[src/rtl/if_stage.sv]
// Instruction fetch stage: owns the PC, drives the synchronous instruction SRAM and
// applies ID redirects, parking them while stalled. Optional macro: IF_ADDR_ERR_EN.
module if_stage #(
   parameter logic [31:0] RESET_PC = 32'hBFC0_0000,
   parameter int          STALL_W  = 6
) (
   input  logic               clk,
   input  logic               rst,
   input  logic [STALL_W-1:0] stall,
   input  logic [32:0]        br_bus,
   output logic [32:0]        if_to_id_bus,
   output logic               inst_sram_en,
   output logic [3:0]         inst_sram_wen,
   output logic [31:0]        inst_sram_addr,
   output logic [31:0]        inst_sram_wdata
`ifdef IF_ADDR_ERR_EN
   ,
   output logic               if_adel
`endif
);

   typedef enum logic [1:0] {BOOT, RUN, HOLD, HOLD_BR} state_t;

   state_t      state_r, state_nx;
   logic [31:0] pc_r, pc_nx;
   logic        ce_r, ce_nx;
   logic        pend_r, pend_nx;
   logic [31:0] pend_addr_r, pend_addr_nx;

   logic        br_e;
   logic [31:0] br_addr;
   logic        stall_pc;
   logic [31:0] next_pc;
   logic        unused_stall;

   assign br_e         = br_bus[32];
   assign br_addr      = br_bus[31:0];
   assign stall_pc     = stall[0];
   assign unused_stall = ^stall[STALL_W-1:1];

   // A parked redirect outranks anything ID presents in the release cycle.
   assign next_pc = pend_r ? pend_addr_r : (br_e ? br_addr : pc_r + 32'd4);

   always_ff @(posedge clk) begin
      if (rst) begin
         state_r     <= BOOT;
         pc_r        <= RESET_PC - 32'd4;
         ce_r        <= 1'b0;
         pend_r      <= 1'b0;
         pend_addr_r <= 32'd0;
      end else begin
         state_r     <= state_nx;
         pc_r        <= pc_nx;
         ce_r        <= ce_nx;
         pend_r      <= pend_nx;
         pend_addr_r <= pend_addr_nx;
      end
   end

   always_comb begin
      state_nx     = state_r;
      pc_nx        = pc_r;
      ce_nx        = ce_r;
      pend_nx      = pend_r;
      pend_addr_nx = pend_addr_r;
      case (state_r)
         BOOT: begin
            pc_nx    = RESET_PC;
            ce_nx    = 1'b1;
            state_nx = RUN;
         end
         RUN, HOLD: begin
            if (stall_pc) begin
               if (br_e) begin
                  pend_nx      = 1'b1;
                  pend_addr_nx = br_addr;
                  state_nx     = HOLD_BR;
               end else begin
                  state_nx = HOLD;
               end
            end else begin
               pc_nx    = next_pc;
               state_nx = RUN;
            end
         end
         HOLD_BR: begin
            if (stall_pc) begin
               if (br_e) pend_addr_nx = br_addr;
            end else begin
               pc_nx    = pend_addr_r;
               pend_nx  = 1'b0;
               state_nx = RUN;
            end
         end
         default: state_nx = BOOT;
      endcase
   end

   assign if_to_id_bus    = {ce_r, pc_r};
   assign inst_sram_addr  = pc_r;
   assign inst_sram_wen   = 4'b0000;
   assign inst_sram_wdata = 32'd0;

`ifdef IF_ADDR_ERR_EN
   assign if_adel      = ce_r & (pc_r[1:0] != 2'b00);
   assign inst_sram_en = ce_r & ~if_adel;
`else
   assign inst_sram_en = ce_r;
`endif

endmodule
[config.mk]
export PLATFORM = sky130hd
export DESIGN_NAME = if_stage
export DESIGN_NICKNAME = d
export VERILOG_FILES = /design/src/rtl/if_stage.sv
export SDC_FILE = /design/constraint.sdc
export NUM_CORES = 1
export LEC_CHECK = 0
export BUFFER_PORTS_ARGS = -buffer_cell sky130_fd_sc_hd__buf_4
export CORE_ASPECT_RATIO = 1.2
export CORE_MARGIN = 1.5
export CORE_UTILIZATION = 46
export CTS_CLUSTER_SIZE = 30
export DETAILED_ROUTE_END_ITERATION = 8
export PLACE_DENSITY = 0.77
export SYNTH_ARGS = -nofsm -noshare
export SYNTH_HDL_FRONTEND = slang
export SYNTH_SLANG_ARGS = --single-unit
[constraint.sdc]
create_clock -name clk -period 1.94 [get_ports clk]
set_input_delay 0.388 -clock clk [delete_from_list [all_inputs] [get_ports clk]]
set_output_delay 0.388 -clock clk [all_outputs]
set_load 0.005 [all_outputs]
* Yosys cells after proc, flatten, opt, wreduce, memory -nomap -nowiden *
Cells that the tools add are included.

word-level totals
  bits in registers = 68
  logic and storage cells = 33
  output and inout port bits = 102

cells by class
  reductions and logical operators = 7
  add/subtract/negate cells = 1
  muxes and demuxes = 13
  equality and inequality tests = 7

operator list
  operator                                              number
  two-way mux 32 bit                                    4
  case mux 32 bit (3 select lines)                      1
  adder 32 x 3 -> 32 bit (second input constant)        1
  inequality test 2 bit (second input constant)         4
  case mux 2 bit (3 select lines)                       1
  equality test 2 bit (second input constant)           2
  two-way mux 1 bit                                     4
  two-way mux 2 bit                                     2
  AND reduction 4 bit                                   1
  AND reduction 3 bit                                   1
  OR reduction 3 bit                                    1
  equality test 2 x 1 -> 1 bit (second input constant)  1
  zero test 2 bit                                       1
  case mux 1 bit (2 select lines)                       1
  AND reduction 2 bit                                   1
  nonzero test 2 bit                                    1
  OR reduction 2 bit                                    1

* Logic depth before layout (Yosys ltp) *
Gate-level depths: netlist (run 1).

  depth after elaboration = 5
  mapped depth = 8

* Least setup slack after synthesis (run 1) *
Ideal clock, no wire load.

  path kind = reg2reg
  start = reg state_r[0]
  end = reg pc_r[22] (netlist: inst_sram_addr[22])
  buffers on the path = 0
  path slack = -28 ps
  clock period less this slack = 1968 ps
  library setup time = 118 ps
  arrival time = 1851 ps
  cell stages (with the launch flop) = 8
  cell sequence = dfxtp_1 inv_1 ha_1 o21ai_1 nand2b_1 a221o_1 a311o_1 o2111a_1

between the ends
  cells in the longest elaborated chain, start to end = 4
  elaborated cells between the ends (all ways) = 9
  those cells by class = eq/ne (5); mux (1); reduce/logical (3)

ends and longest elaborated chain
  what                                                                 RTL line  text
  start, declared                                                      24        state_t state_r, state_nx;
  start signal, assigned                                               52        state_r <= state_nx;
  equality test 2 x 1 -> 1 bit or equality test 2 bit (tied branches)  66        case (state_r)
  OR reduction 2 bit                                                   66
  inequality test 2 bit (no source line)                               --
  AND reduction 2 bit (no source line)                                 --
  end signal, assigned                                                 47        pc_r <= RESET_PC - 32'd4;
  end signal, assigned                                                 53        pc_r <= pc_nx;
  end, declared                                                        25        logic [31:0] pc_r, pc_nx;

Parallel ways exist; a longest one is shown, timed or not.
A chain may end at the register's enable or synchronous reset.

* Worst setup path in the final report (run 1) *
  start = reg pc_r[2] (netlist: inst_sram_addr[2])
  end = reg pc_r[16] (netlist: inst_sram_addr[16])

between the ends
  cells in the longest elaborated chain, start to end = 5

ends and longest elaborated chain
  what                              RTL line  text
  adder 32 x 3 -> 32 bit            42        assign next_pc = pend_r ? pend_addr_r : (br_e ? br_addr : pc_r + 32'd4);
  two-way mux 32 bit (2 in a row)   42
  two-way mux 32 bit                73        if (stall_pc) begin
  case mux 32 bit (3 select lines)  66

No other way between the ends. The select of a mux whose other input is x is not followed.

==> flow_results.org, run 1 <==
** Global route
- The number of antenna violations at the first check in global routing came to 0.
- Via count of the first global-routing pass :: 4277
- Global routing consumed, over all layers together, 26.4% of the routing resources.
- Wire length of the first global-routing pass :: 20.7 mm
- Entering global routing, the biggest net connects 58 pins.
- Sum of overflow across all layers after global routing :: 0

** Pwr
- For this design the ratio of total power to cell area is 744 mW/mm^2.
- The analysis attributes to net switching a power of 0.00136 W.
- Combinational fraction of design power :: between 30 and 40%
- Across the VDD grid, the largest voltage drop is 0.401 mV.
- Sequential group share of total power :: ~40%
- The internal portion of the total power is between 0.002 and 0.003 W.
- Leakage Power :: 2.27 nW
- Clock share of power :: 27.2%
- Post-route total power :: approximately 0.0041 W
- Net switching is between 30% and 40% of the power.

** STA
- Max-slew headroom at the worst pin :: 53.9%
- RSZ-0062 raised after global routing :: no
- The max-slew violation count was 0.
- Fmax achieved :: 0.530 GHz
- Minimum clock period :: 1890 ps
- Setup violations remaining at the end of the flow were counted as 0.
- Final worst slack :: 51.8 ps
- Post-route clock period utilization :: 97.3%
- Number of failing hold endpoints at the final stage :: 0
- Between clock sinks in the finished design, the worst skew comes to 10.3 ps.
- Transition at the pin with the smallest max-transition slack :: 691 ps

** Detailed routing
- Via count :: ~4.5k
- 1st-pass router iterations :: 5
- DR iter-0 viols :: about 330
- Dividing the detail-routed wire length by the instance count gives 16.8 um.
- After detailed routing, the number of vias per cell comes to roughly 5.7.
- In the routed design, unresolved DRC markers number 0.
- Final wirelength :: 13.3 mm
- In this run the remaining antenna-violating nets after routing total 0.

** Synth
- Sequential cells were found to cover around a third of the synthesized design area.
- During synthesis, Yosys emitted a total of 0 warnings.
- In the synthesized netlist, the number of instances is roughly 560.
- The synthesized design spends more area on one cell type than any other, namely sky130_fd_sc_hd__dfxtp_1.
- Number of enable flip-flop cells after synthesis :: 0
- For this run, asynchronously set or reset flops after synthesis account for 0%.
- After synthesis, the mean cell area works out to 7.61 um^2.
- After synthesis the netlist holds a flip-flop and latch count of 68.
- After synthesis the cells add up to 0.00425 mm^2.
- The most used flip-flop cell after synthesis is sky130_fd_sc_hd__dfxtp_1.
- Sorting the synthesized cells by area gives the leading types as sky130_fd_sc_hd__dfxtp_1 32%, sky130_fd_sc_hd__buf_4 12%, sky130_fd_sc_hd__nand2_1 8.2%, sky130_fd_sc_hd__a21oi_1 6.8%, sky130_fd_sc_hd__clkbuf_1 2.7%.
- Fraction of post-synthesis cell area in the top cell type by area :: 32.0%
- Count of cell types in the netlist :: 60

** Cells and area
- The post-route netlist has 31.8% of its cells at a drive strength greater than 1.
- The filler cells instantiated in the layout total 844.
- Area taken by multi-input logic gates :: 0.00252 mm^2
- The area growth from synthesis to layout is 29.7%.
- 0 antenna diodes ended up in the layout.
- For this run, the post-layout net count is 709.
- Design Area, Final :: 0.00551 mm^2
- The sequential cells in the finished layout cover a total of 0.00136 mm^2.

** Worst setup path
- The signal on the critical path passes through ha_1 -> inv_1 -> nor4_2 -> buf_4 -> mux2i_1 -> nand3_1 -> a311o_1.
- Family of cells with the greatest summed delay on the critical path :: simple AND/OR/NAND/NOR gates
- Data arrives at the worst endpoint at between 2000 and 2500 ps.
- Together, buffers and inverters on the worst path number 2.
- STA classifies the critical path endpoint as a flop.
- The setup path with the least slack is of type flop to flop.
- Maximum cell stage delay along the critical path :: 350 ps
- Slowest cell on the critical path :: sky130_fd_sc_hd__dfxtp_1
- Startpoint kind of the worst setup timing path :: flop
- In this run the worst path has a maximum fanout of 2.
- WP data required :: 2180 ps

** CTS
- The tree built by TritonCTS fans out to 68 sinks.
- Number of buffers created by CTS :: 9
- TritonCTS clock tree :: done
- The clock passes through at most 2 buffers.
- CTS H-tree lvls :: 3
- Clock latency on the worst-skew pair, taken at its later pin, is between 300 and 400 ps.
- Clock edge transition at the registers on the reported setup and hold paths :: around 70 ps
- The cell sitting at the root of the clock tree is a sky130_fd_sc_hd__clkbuf_8.

** Status
- Outcome :: completed

** Place
- OpenSTA, run right after detailed placement, puts the worst setup slack at -124 ps.
- Detailed placement finished with a half-perimeter wire length of ~9.4 mm.
- Port buffering added 101 buffers.
- Last weighted congestion value of the routability-driven placer :: ~0.99
- Once placement finished, the instance area stood at 0.00513 mm^2.

** Floorplan
- Starting density of the core :: 47.3%
- Chip Height :: 108 um
- Number of top-level pins :: 143
- The core region is approximately 0.009 mm^2.
- The floorplan step set the die width to 90.7 um.
- The die covers roughly 0.0098 mm^2.
- In this run the core area contains 38 standard-cell rows.

** Run
- Maxcap violations :: 0

** Hold path
- Class of the tightest hold or removal check :: input port to flop
==> routing by layer <==
metal | vias up | wire length [um] | share of wire [%] | track usage (%)
met5 | - | 0 | 0 | 0
met4 | 0 | 412 | 3.1 | 12.9
met3 | 40 | 1020 | 7.7 | 5.56
met2 | 253 | 6610 | 50 | 45.5
met1 | 2142 | 5250 | 39 | 31.2
li1 | 2101 | - | - | -
==> through the flow <==
stage / instances / hold WS, ps / utilization (%) / TNS (ps)
final: 789 / 282 / 61.3 / 0
after global placement: 772 / 441 / 57.1 / -56.5
after floorplan: 593 / 432 / - / 0
after global routing: 789 / 283 / 61.3 / 0
after CTS: 788 / 274 / 59.5 / 0
after detailed placement: 772 / 447 / 57.1 / -504
==> cell type report <==
class | count | area share [%]
Clock buffer | 15 | 3.20
Clock inverter | 1 | 0.0908
Inverter | 8 | 0.545
Multi-Input combinational cell | 413 | 45.7
Sequential cell | 68 | 24.7
Tap cell | 120 | 2.72
Timing Repair Buffer | 164 | 23.0
==> synthesized netlist by cell type (3+ instances only) <==
cell type,instances
sky130_fd_sc_hd__nor3_1,9
sky130_fd_sc_hd__o21ai_0,22
sky130_fd_sc_hd__a222oi_1,3
sky130_fd_sc_hd__a221oi_1,11
sky130_fd_sc_hd__buf_1,3
sky130_fd_sc_hd__a211oi_1,7
sky130_fd_sc_hd__o21a_1,4
sky130_fd_sc_hd__ha_1,4
sky130_fd_sc_hd__inv_1,8
sky130_fd_sc_hd__nand2_1,93
sky130_fd_sc_hd__clkbuf_1,31
sky130_fd_sc_hd__mux2i_1,8
sky130_fd_sc_hd__and3_1,12
sky130_fd_sc_hd__or3_1,5
sky130_fd_sc_hd__a22oi_1,5
sky130_fd_sc_hd__nor2b_1,3
sky130_fd_sc_hd__dfxtp_1,68
sky130_fd_sc_hd__a21oi_1,58
sky130_fd_sc_hd__xor2_1,3
sky130_fd_sc_hd__o31ai_1,3
sky130_fd_sc_hd__xnor2_1,10
sky130_fd_sc_hd__nand4_1,11
sky130_fd_sc_hd__o221ai_1,4
sky130_fd_sc_hd__nand2b_1,8
sky130_fd_sc_hd__buf_4,69
sky130_fd_sc_hd__o211ai_1,8
sky130_fd_sc_hd__nand3_1,18
sky130_fd_sc_hd__a2bb2oi_1,4
sky130_fd_sc_hd__and2_1,3
sky130_fd_sc_hd__nor2_1,24
==> final timing paths <==
kind | from | to | cells past startpoint | slack, ps
min reg2reg | pend_addr_r[9]$_SDFFE_PP0P_ | pend_addr_r[9]$_SDFFE_PP0P_ | 2 | 460
min | br_bus[12] | pend_addr_r[12]$_SDFFE_PP0P_ | 3 | 280
max | inst_sram_addr[2]$_SDFFE_PP1P_ | inst_sram_addr[16]$_SDFFE_PP1P_ | 7 | 50
max reg2reg | inst_sram_addr[2]$_SDFFE_PP1P_ | inst_sram_addr[16]$_SDFFE_PP1P_ | 7 | 50
==> worst reg2reg max path: cells and delay by family (launching register included) <==
| family | cells | cell delay [ps] |
|---|---|---|
| AOI/OAI and AO/OA | 1 | 340 |
| buffers and inverters | 2 | 270 |
| muxes | 1 | 180 |
| and+or+nand+nor | 2 | 440 |
| adders and majority gates | 1 | 210 |
| DFF | 1 | 350 |
==> state kept, by name, indices dropped and copies added (netlist names) <==
| register | cells |
|---|---|
| inst_sram_addr | 32 |
| inst_sram_en | 1 |
| pend_addr_r | 32 |
| pend_r | 1 |
| state_r | 2 |
==> layout by cell type, fill, tap and decap left out, types with 3 or more instances in the layout <==
cell type / Yosys / routed
sky130_fd_sc_hd__a211oi_1: 7 / 5
sky130_fd_sc_hd__a21oi_1: 58 / 58
sky130_fd_sc_hd__a221oi_1: 11 / 7
sky130_fd_sc_hd__a222oi_1: 3 / 3
sky130_fd_sc_hd__a22oi_1: 5 / 5
sky130_fd_sc_hd__a2bb2oi_1: 4 / 4
sky130_fd_sc_hd__and2_1: 3 / 3
sky130_fd_sc_hd__and3_1: 12 / 12
sky130_fd_sc_hd__buf_4: 69 / 159
sky130_fd_sc_hd__buf_6: 0 / 3
sky130_fd_sc_hd__clkbuf_1: 31 / 3
sky130_fd_sc_hd__clkbuf_8: 0 / 12
sky130_fd_sc_hd__conb_1: 1 / 36
sky130_fd_sc_hd__dfxtp_1: 68 / 66
sky130_fd_sc_hd__inv_1: 8 / 7
sky130_fd_sc_hd__mux2i_1: 8 / 8
sky130_fd_sc_hd__nand2_1: 93 / 92
sky130_fd_sc_hd__nand2b_1: 8 / 7
sky130_fd_sc_hd__nand3_1: 18 / 18
sky130_fd_sc_hd__nand4_1: 11 / 11
sky130_fd_sc_hd__nor2_1: 24 / 21
sky130_fd_sc_hd__nor2_2: 0 / 3
sky130_fd_sc_hd__nor3_1: 9 / 8
sky130_fd_sc_hd__nor3_2: 2 / 3
sky130_fd_sc_hd__o211ai_1: 8 / 8
sky130_fd_sc_hd__o21a_1: 4 / 3
sky130_fd_sc_hd__o21ai_0: 22 / 22
sky130_fd_sc_hd__o221ai_1: 4 / 4
sky130_fd_sc_hd__o31ai_1: 3 / 3
sky130_fd_sc_hd__or3_1: 5 / 5
sky130_fd_sc_hd__xnor2_1: 10 / 10
sky130_fd_sc_hd__xor2_1: 3 / 3
==> power groups by stage <==
stage | clock, W | sequential, W | combinational, W
floorplan | 0 | 0.00167 | 0.000723
global placement | 0 | 0.00164 | 0.00125
detailed placement | 0 | 0.00165 | 0.00127
CTS | 0.00113 | 0.00162 | 0.00128
global route | 0.00120 | 0.00164 | 0.00147
finish | 0.00111 | 0.00162 | 0.00136
==> cell families (layout without fill, tap and decap cells) <==
| group | after synthesis | in the layout | synth area share, % |
|---|---|---|---|
| muxes | 8 | 8 | 1.88 |
| and+or+nand+nor | 201 | 201 | 22.9 |
| adders and majority gates | 4 | 4 | 1.18 |
| AOI/OAI and AO/OA | 151 | 151 | 23.2 |
| xor gates and xnor gates | 13 | 13 | 2.68 |
| other | 1 | 36 | 0.0883 |
| buffers and inverters | 112 | 188 | 16.0 |
| DFF | 68 | 68 | 32.0 |
==> timing repair <==
action,CTS,global route
gates resized for setup,9,29
setup buffers,0,1
endpoints found under the setup margin,13,23
hold buffers,0,0
pin swaps,1,2
No activity file was read; power rests on OpenSTA's default activity.
==> run 2: changes to the inputs <==
Settings changed: ABC_AREA set to 1, CORE_UTILIZATION 46 to 47, PLACE_DENSITY 0.77 to 0.83.
==> run 2 against run 1 <==
Register-to-register slack better by 140 ps. Critical path depth up 5. Core utilization down 4.1 points. Die area up 7.4%. Clock power up 43%. Power up 9.3%. Via count up 9.9%. Area after synthesis up 10%. Count of clock-buffer cells in the layout down 4. Non-clock buffer count down 44. Worst setup slack better by 140 ps. Global-route usage down 0.98 points. Largest cell class unchanged.
==> flow_results.org, run 2 <==
** CTS
- The H-tree was split into 3 levels.
- TritonCTS created 9 clock buffers.
- Root cell of the clock tree :: sky130_fd_sc_hd__clkbuf_16
- Clock buffer depth :: 2
- After clock tree synthesis, the flow added hold-fix buffers numbering 0.
- After clock tree synthesis, the clock-pin slew on the worst setup and hold paths is 60 ps.
- TritonCTS clock tree :: done
- Sink count of the clock tree :: 68
- Clock latency on the worst-skew pair :: between 300 and 400 ps

** Worst setup path
- For this design, the slowest cell found on the critical path is sky130_fd_sc_hd__dfxtp_1.
- Arrival time at the worst endpoint :: slightly below 2000 ps
- Startpoint kind of the worst setup timing path :: flop
- The number of buffers and inverters on the critical path is 0.
- On the worst path, the slowest cell contributes a delay of ~410 ps.
- WP data required :: 2170 ps
- STA classifies the critical path endpoint as a flop.
- The critical path goes through ha_1 -> nand2_1 -> nor2_4 -> nand2_2 -> nor2_4 -> nand3_1 -> nand3_1 -> nand2_1 -> nand2_1 -> nand2_1 -> nand2_1 -> nand2_1.
- Family of cells with the greatest summed delay on the critical path :: simple AND/OR/NAND/NOR gates
- Critical path peak fanout :: 5
- Most frequent cell on the critical path :: sky130_fd_sc_hd__nand2_1
- The worst setup path is of the flop to flop kind.

** Floorplan
- In this run the count of I/O pins placed on the die edge is 143.
- Chip Height :: between 100 and 150 um
- In this run the core area contains 39 standard-cell rows.
- Core area :: around 0.0096 mm^2
- The floorplan step defined a die boundary enclosing 0.0106 mm^2.
- For this configuration, the core starts out at a cell density of 48.6%.
- In this run the horizontal extent of the chip is 94.0 um.

** Cells and area
- Fillcell total :: 938
- The area growth from synthesis to layout is 17.7%.
- Antenna Diode Count :: 0
- Leaving out fill and tap cells, the most frequent cell in the layout is sky130_fd_sc_hd__nand2_1.
- Share of layout cells above drive strength 1 :: 20.5%
- Design Area, Final :: around 0.0055 mm^2
- Layout net count :: 858
- Leaving out fill and tap cells, the most frequent cells in the layout are 190 x sky130_fd_sc_hd__nand2_1, 119 x sky130_fd_sc_hd__buf_4, 115 x sky130_fd_sc_hd__nor2_1, 80 x sky130_fd_sc_hd__a21oi_1, 68 x sky130_fd_sc_hd__dfxtp_1.
- Summing all flip-flop and latch instances after layout gives 0.00136 mm^2.
- Area taken by multi-input logic gates :: about 0.0026 mm^2
- Post-route insts no fill :: ~940

** Global route
- The via count of the first global-routing pass was 4338.
- After global routing the overflow that remains totals 0.
- Entering global routing, the biggest net connects 42 pins.
- The first global-routing pass estimated around 21 mm of wire.
- The number of antenna violations at the first check in global routing is 0.
- For this run, the total global-route usage over all layers was measured as 25.4%.

** Detailed routing
- Final wirelength :: 13.3 mm
- After detailed routing, the average wire length per cell comes to 14.2 um.
- Post-detailed-route count of antenna-violating nets :: 0
- For this run, design rule violations remaining after detail routing come to 0.
- The first TritonRoute pass finished after 5 iterations.
- The final route contains 4985 vias.
- DR iter-0 viols :: 462
- Vias/cell :: ~5.3

** Synth
- Number of enable flip-flop cells after synthesis :: 0
- Top cells by count, synth :: 190 x sky130_fd_sc_hd__nand2_1, 115 x sky130_fd_sc_hd__nor2_1, 80 x sky130_fd_sc_hd__a21oi_1
- Averaged over all synthesized cells, the footprint is 6.24 um^2.
- Flip-flop and latch count after synthesis :: 68
- Number of instances in the synthesized netlist :: 749
- Post-synthesis cell area :: 0.00467 mm^2
- Sequential share of the synthesized area :: 29.1%
- Count of cell types in the netlist :: 36
- sky130_fd_sc_hd__nand2_1 is the most common cell in the netlist.
- For this run, the leading register cell type out of synthesis is sky130_fd_sc_hd__dfxtp_1.
- Cell type with the largest total area after synthesis :: sky130_fd_sc_hd__dfxtp_1
- After synthesis, the cell types taking the most area are sky130_fd_sc_hd__dfxtp_1 29%, sky130_fd_sc_hd__nand2_1 15%, sky130_fd_sc_hd__buf_4 12%, sky130_fd_sc_hd__nor2_1 9.2%, sky130_fd_sc_hd__a21oi_1 8.6%.
- The Yosys step of the flow raised 0 warnings.
- Async SR Flop Fraction :: 0%
- The synthesized design devotes to its leading area cell type about 29% of total area.

** Place
- Input and output buffers added on the ports amount to roughly 100.
- The congestion estimate from routability-driven global placement came to ~0.93.
- Timing analysis after detailed placement gives a worst setup slack of 64.2 ps.
- After legalization and detailed placement, the total HPWL measured 9.46 mm.
- Placed Instance Area :: 0.00520 mm^2
- Total placed cells including tap cells :: 925

** STA
- Worst clock skew :: 8.30 ps
- Dividing the final minimum period by the clock period gives between 80% and 90%.
- Number of failing hold endpoints at the final stage :: 0
- Adding up every negative setup slack in the final design gives 0 ps.
- Transition at the pin with the smallest max-transition slack :: 745 ps
- RSZ-0062 raised after global routing :: no
- Final worst slack :: about 200 ps
- Counting I/O delays and the setup requirement, the final critical path takes 1740 ps.
- Headroom to the max-slew limit came out at 50.3%.
- Worst hold slack across all endpoints :: 280 ps
- Derived from the worst setup path, the maximum achievable clock frequency is 0.573 GHz.
- The max-slew violation count was 0.
- Final setup vio count :: 0

** Pwr
- Leakage Power :: 2.66 nW
- Power per standard cell area :: ~800 mW/mm^2
- IR analysis of the VDD net gives a maximum drop of 0.434 mV.

** Hold path
- The worst hold path belongs to the class input port to flop.

** Status
- Outcome :: completed

** Run
- Max-cap violations in this run came to 0.
[run 2: changes by cell type in the layout (fill, tap and decap cells not counted), sizes merged, moves of 20 or more]
cell   previous run  this run
a21oi            58        80
nand3            18        47
o21ai            23        43
nor2             24       132
buf             164       120
nand2            93       196
inv               8        47
[run 2: repair_timing]
| item | 4_1_cts | 5_1_grt |
|---|---|---|
| endpoints found under the setup margin | 0 | 14 |
| setup buffers | 0 | 0 |
| gates resized for setup | 0 | 2 |
[run 2: logic make-up after synthesis]
logic type               share of synthesized area [%]
AND/OR/NAND/NOR                                   33.9
buffers and inverters                             18.2
AO/OA/AOI/OAI                                     17.3
flip-flops                                        29.1
adder cells (fa/ha/maj)                           1.07
XOR/XNOR                                         0.375
other                                           0.0802
[run 2: per-stage QoR]
stage                     util [%]  power [W]
final                         57.2    0.00449
after global routing          57.2    0.00473
after CTS                     57.1    0.00449
after detailed placement      54.1    0.00290
after global placement        54.1    0.00288
after floorplan                  -    0.00251
[run 2: final timing paths]
path,startpoint,to,slack [ps],depth (start not counted)
worst min register to register,pend_addr_r[24]$_SDFFE_PP0P_,pend_addr_r[24]$_SDFFE_PP0P_,470,2
worst max register to register,inst_sram_addr[3]$_SDFFE_PP1P_,inst_sram_addr[18]$_SDFFE_PP1P_,200,12
worst max-delay path,inst_sram_addr[3]$_SDFFE_PP1P_,inst_sram_addr[18]$_SDFFE_PP1P_,200,12
worst min-delay path,br_bus[15],pend_addr_r[15]$_SDFFE_PP0P_,280,3
[run 2: report_power, final]
group	internal [W]	total, W	switching [W]
combinational	0.000526	0.00120	0.000679
sequential	0.00152	0.00169	0.000172
clock	0.000988	0.00159	0.000599
[run 2: final cells by class]
| type | count | share of cell area [%] |
|---|---|---|
| clock buffers | 11 | 4.23 |
| multi-input cells | 566 | 47.4 |
| inverters | 48 | 3.28 |
| flip-flops and latches | 68 | 24.8 |
| clock inverters | 5 | 0.956 |
| repair buffers | 120 | 16.6 |
| well taps | 123 | 2.80 |
[run 2: layer usage]
metal | up-vias | part of all wire (%) | global-route usage [%]
met2 | 268 | 48 | 41.5
met5 | - | 0 | 0
met3 | 36 | 9.4 | 4.54
met1 | 2248 | 39 | 32.1
li1 | 2433 | - | -
met4 | 0 | 3.2 | 12.3
[run 2: worst reg2reg max path, delay by kind of cell, from the launching register on]
| family | cells | cell delay [ps] |
|---|---|---|
| fa+ha+maj | 1 | 210 |
| flops | 1 | 410 |
| simple gates | 11 | 1030 |
==> run 3: changes to the inputs <==
Settings changed: ABC_AREA 1 to not set, CORE_UTILIZATION 47 to 46, CTS_CLUSTER_DIAMETER set to 30.
==> run 3 against run 2 <==
Register-to-register slack got worse by 150 ps. Die area decreased by 6.9%. Critical path depth decreased by 4. Non-clock buffer count increased by 41. Worst setup slack got worse by 150 ps. Routed wire length increased by 2.2%. Clock power decreased by 15%. First-iteration DRC count increased by 7.4%. Worst hold slack got worse by 4.1 ps. Core utilization increased by 4.1 points. Fmax decreased by 8.1%. Sequential power decreased by 4%. Largest cell class unchanged.
==> flow_results.org, run 3 (synthesis results as in run 1) <==
** Cells and area
- Relative to the synthesized area, the layout overhead comes to 29.6%.
- Share of layout cells above drive strength 1 :: 32.6%
- The top cell types in the final layout, fill and taps aside, are 158 x sky130_fd_sc_hd__buf_4, 93 x sky130_fd_sc_hd__nand2_1, 62 x sky130_fd_sc_hd__dfxtp_1, 58 x sky130_fd_sc_hd__a21oi_1, 36 x sky130_fd_sc_hd__conb_1.
- Commonest non-fill, non-tap cell in the layout :: sky130_fd_sc_hd__buf_4
- 0 antenna diodes ended up in the layout.
- At the end of the flow, the number of nets in the layout was 706.

** CTS
- Number of buffers created by CTS :: 9
- Clock tree synthesis found a total of 68 sinks.
- CTS placed an instance of sky130_fd_sc_hd__clkbuf_8 at the clock tree root.
- TritonCTS clock tree :: done
- In this run, post-CTS hold repair placed 0 buffers.
- Clock edge transition at the registers on the reported setup and hold paths :: 80 ps
- CTS H-tree lvls :: 3
- Clock latency on the worst-skew pair :: between 300 and 400 ps
- Clock buffer depth :: 2

** Global route
- The via count of the first global-routing pass was between 4k and 5k.
- Wire length of the first global-routing pass :: 21.3 mm
- Entering global routing, the biggest net connects 38 pins.
- Initial antenna violation count :: 0
- In the global route stage, overall resource usage came out at a little over a quarter.
- Sum of overflow across all layers after global routing :: 0

** Place
- Last weighted congestion value of the routability-driven placer :: 0.947
- The wire-length estimate of the detail-placed layout is approximately 9.7 mm.
- Before CTS, the worst setup slack after placement is -102 ps.
- Input and output buffers added on the ports amount to 101.

** Pwr
- Switching power as a share of total power :: roughly a third
- In this run the power spent charging and discharging nets is roughly 0.0014 W.
- Sequential group share of total power :: a little under two fifths
- Power per standard cell area :: a little under 800 mW/mm^2
- Internal power comes to 0.00294 W.
- Max VDD drop :: 0.426 mV
- Per report_power, the clock group accounts for a little under a third of the total.
- Combinational fraction of design power :: between 30% and 40%
- In this run the static leakage power is roughly 2.3 nW.

** Floorplan
- Measured along the x axis, the die boundary spans 90.7 um.
- Core area :: 0.00899 mm^2
- The die covers 0.00982 mm^2.
- The floorplan has 38 rows.
- Chip Height :: between 100 and 150 um
- Starting density of the core :: 47.3%
- roughly 140 I/O pins were placed.

** STA
- Final setup vio count :: 0
- Minimum clock period :: 1900 ps
- The final hold violation count is 0.
- Setup repair after global routing could not meet its margin everywhere.
- Worst clock skew :: approximately 13 ps
- Transition at the pin with the smallest max-transition slack :: 714 ps
- Post-route clock period utilization :: between 90% and 100%
- For the final routed database, the setup TNS stands at 0 ps.
- Final worst slack :: 42.8 ps
- The max-slew violation count came to 0.
- Fmax achieved :: 0.527 GHz
- Max-slew headroom at the worst pin :: between 50% and 60%

** Worst setup path
- Counting buffers and inverters, the worst setup path is 8 cells deep.
- Worst Reg2Reg Path Length in Cells :: 8
- Endpoint type of the worst setup path :: flop
- Slowest cell on the critical path :: sky130_fd_sc_hd__dfxtp_2
- Family of cells with the greatest summed delay on the critical path :: simple AND/OR/NAND/NOR gates
- Along the worst path, the maximum fanout reaches 4.
- WP data required :: 2190 ps
- Crit-path cells :: inv_1 -> ha_1 -> or2_2 -> nand2b_1 -> buf_4 -> a221oi_2 -> a21oi_1 -> o21a_1
- Number of buffers and inverters on the critical path :: 2
- Data arrives at the worst endpoint at roughly 2200 ps.
- Startpoint kind of the worst setup timing path :: flop
- The largest single stage delay on the critical path is 330 ps.
- Category of the most critical setup path :: flop to flop

** Detailed routing
- In the final routing, the length of wire on met1 measures around 5.2 mm.
- 1st-pass router iterations :: 6
- Routed length on met3 :: 1.24 mm
- After the first detailed-routing iteration, the DRC count stood at about 500.
- After detailed routing, the number of remaining DRC violations is 0.
- The routed design has 13.6 mm of wire.
- Across all layers, the routed design uses 4619 vias.
- Dividing the detail-routed wire length by the instance count gives 17.3 um.
- Vias/cell :: 5.88
- Met2 routed wirelength :: 6.71 mm
- In this run the top signal layer used is met4.
- The detail route stage leaves a number of antenna-violating nets equal to 0.

** Hold path
- The worst hold path passes through 3 cells.
- Class of the tightest hold or removal check :: input port to flop

** Run
- Maxcap violations :: 0

** Status
- Outcome :: completed
-- run 3: cell types whose count changed in the layout (fill, tap and decap cells not counted), moves of 19 or more --
cell,delta
sky130_fd_sc_hd__a21oi_1,-22
sky130_fd_sc_hd__buf_4,+39
sky130_fd_sc_hd__inv_1,-32
sky130_fd_sc_hd__nand2_1,-97
sky130_fd_sc_hd__nand3_1,-29
sky130_fd_sc_hd__nor2_1,-95
sky130_fd_sc_hd__o21ai_0,-19
-- run 3: area by class of cell --
type	instances	area [um^2]
Fill cell	779	3480
Multi-Input combinational cell	413	2500
Sequential cell	68	1370
Timing Repair Buffer	161	1240
Clock buffer	11	151
Tap cell	120	150
Clock inverter	4	72.6
Inverter	8	30.0
-- run 3: worst paths after layout --
| check | start | endpoint | slack, ps |
|---|---|---|---|
| setup / recovery | state_r[0]$_SDFFE_PP0P_ | inst_sram_addr[26]$_SDFFE_PP1P_ | 40 |
| setup reg to reg | state_r[0]$_SDFFE_PP0P_ | inst_sram_addr[26]$_SDFFE_PP1P_ | 40 |
| hold / removal | br_bus[12] | pend_addr_r[12]$_SDFFE_PP0P_ | 280 |
| hold reg to reg | pend_addr_r[24]$_SDFFE_PP0P_ | pend_addr_r[24]$_SDFFE_PP0P_ | 460 |
-- run 3: stage by stage --
| step | total power, W | hold slack [ps] | util [%] | cell area [um^2] | cells |
|---|---|---|---|---|---|
| after floorplan | 0.00239 | 432 | - | 4380 | 593 |
| after CTS | 0.00425 | 280 | 59.7 | 5360 | 785 |
| final | 0.00434 | 276 | 61.3 | 5510 | 785 |
| after global routing | 0.00451 | 274 | 61.3 | 5510 | 785 |
| after detailed placement | 0.00292 | 446 | 57.0 | 5120 | 770 |
| after global placement | 0.00288 | 440 | 57.0 | 5120 | 770 |
-- run 3: power by group through the flow --
stage | registers, W | logic, W | clock network (W)
CTS | 0.00162 | 0.00129 | 0.00135
floorplan | 0.00167 | 0.000723 | 0
global route | 0.00164 | 0.00145 | 0.00141
finish | 0.00163 | 0.00136 | 0.00135
global placement | 0.00164 | 0.00124 | 0
detailed placement | 0.00165 | 0.00127 | 0
-- run 3: timing repair --
action	CTS	global route
cloned	0	0
resized for setup	8	29
setup endpoints to repair	15	25
hold endpoints to repair	0	0
pin swaps	1	5
setup buffers	0	0
-- run 3: metal layers --
metal	track usage [%]	vias to the layer above
li1	-	2102
met1	31.0	2164
met2	47.5	301
met3	5.91	52
met4	16.1	0
met5	0	-
-- run 3: tightest hold or removal path, stage by stage --
cell and delay (ps):
sky130_fd_sc_hd__buf_4 110, sky130_fd_sc_hd__nand2_1 50, sky130_fd_sc_hd__a21oi_1 50
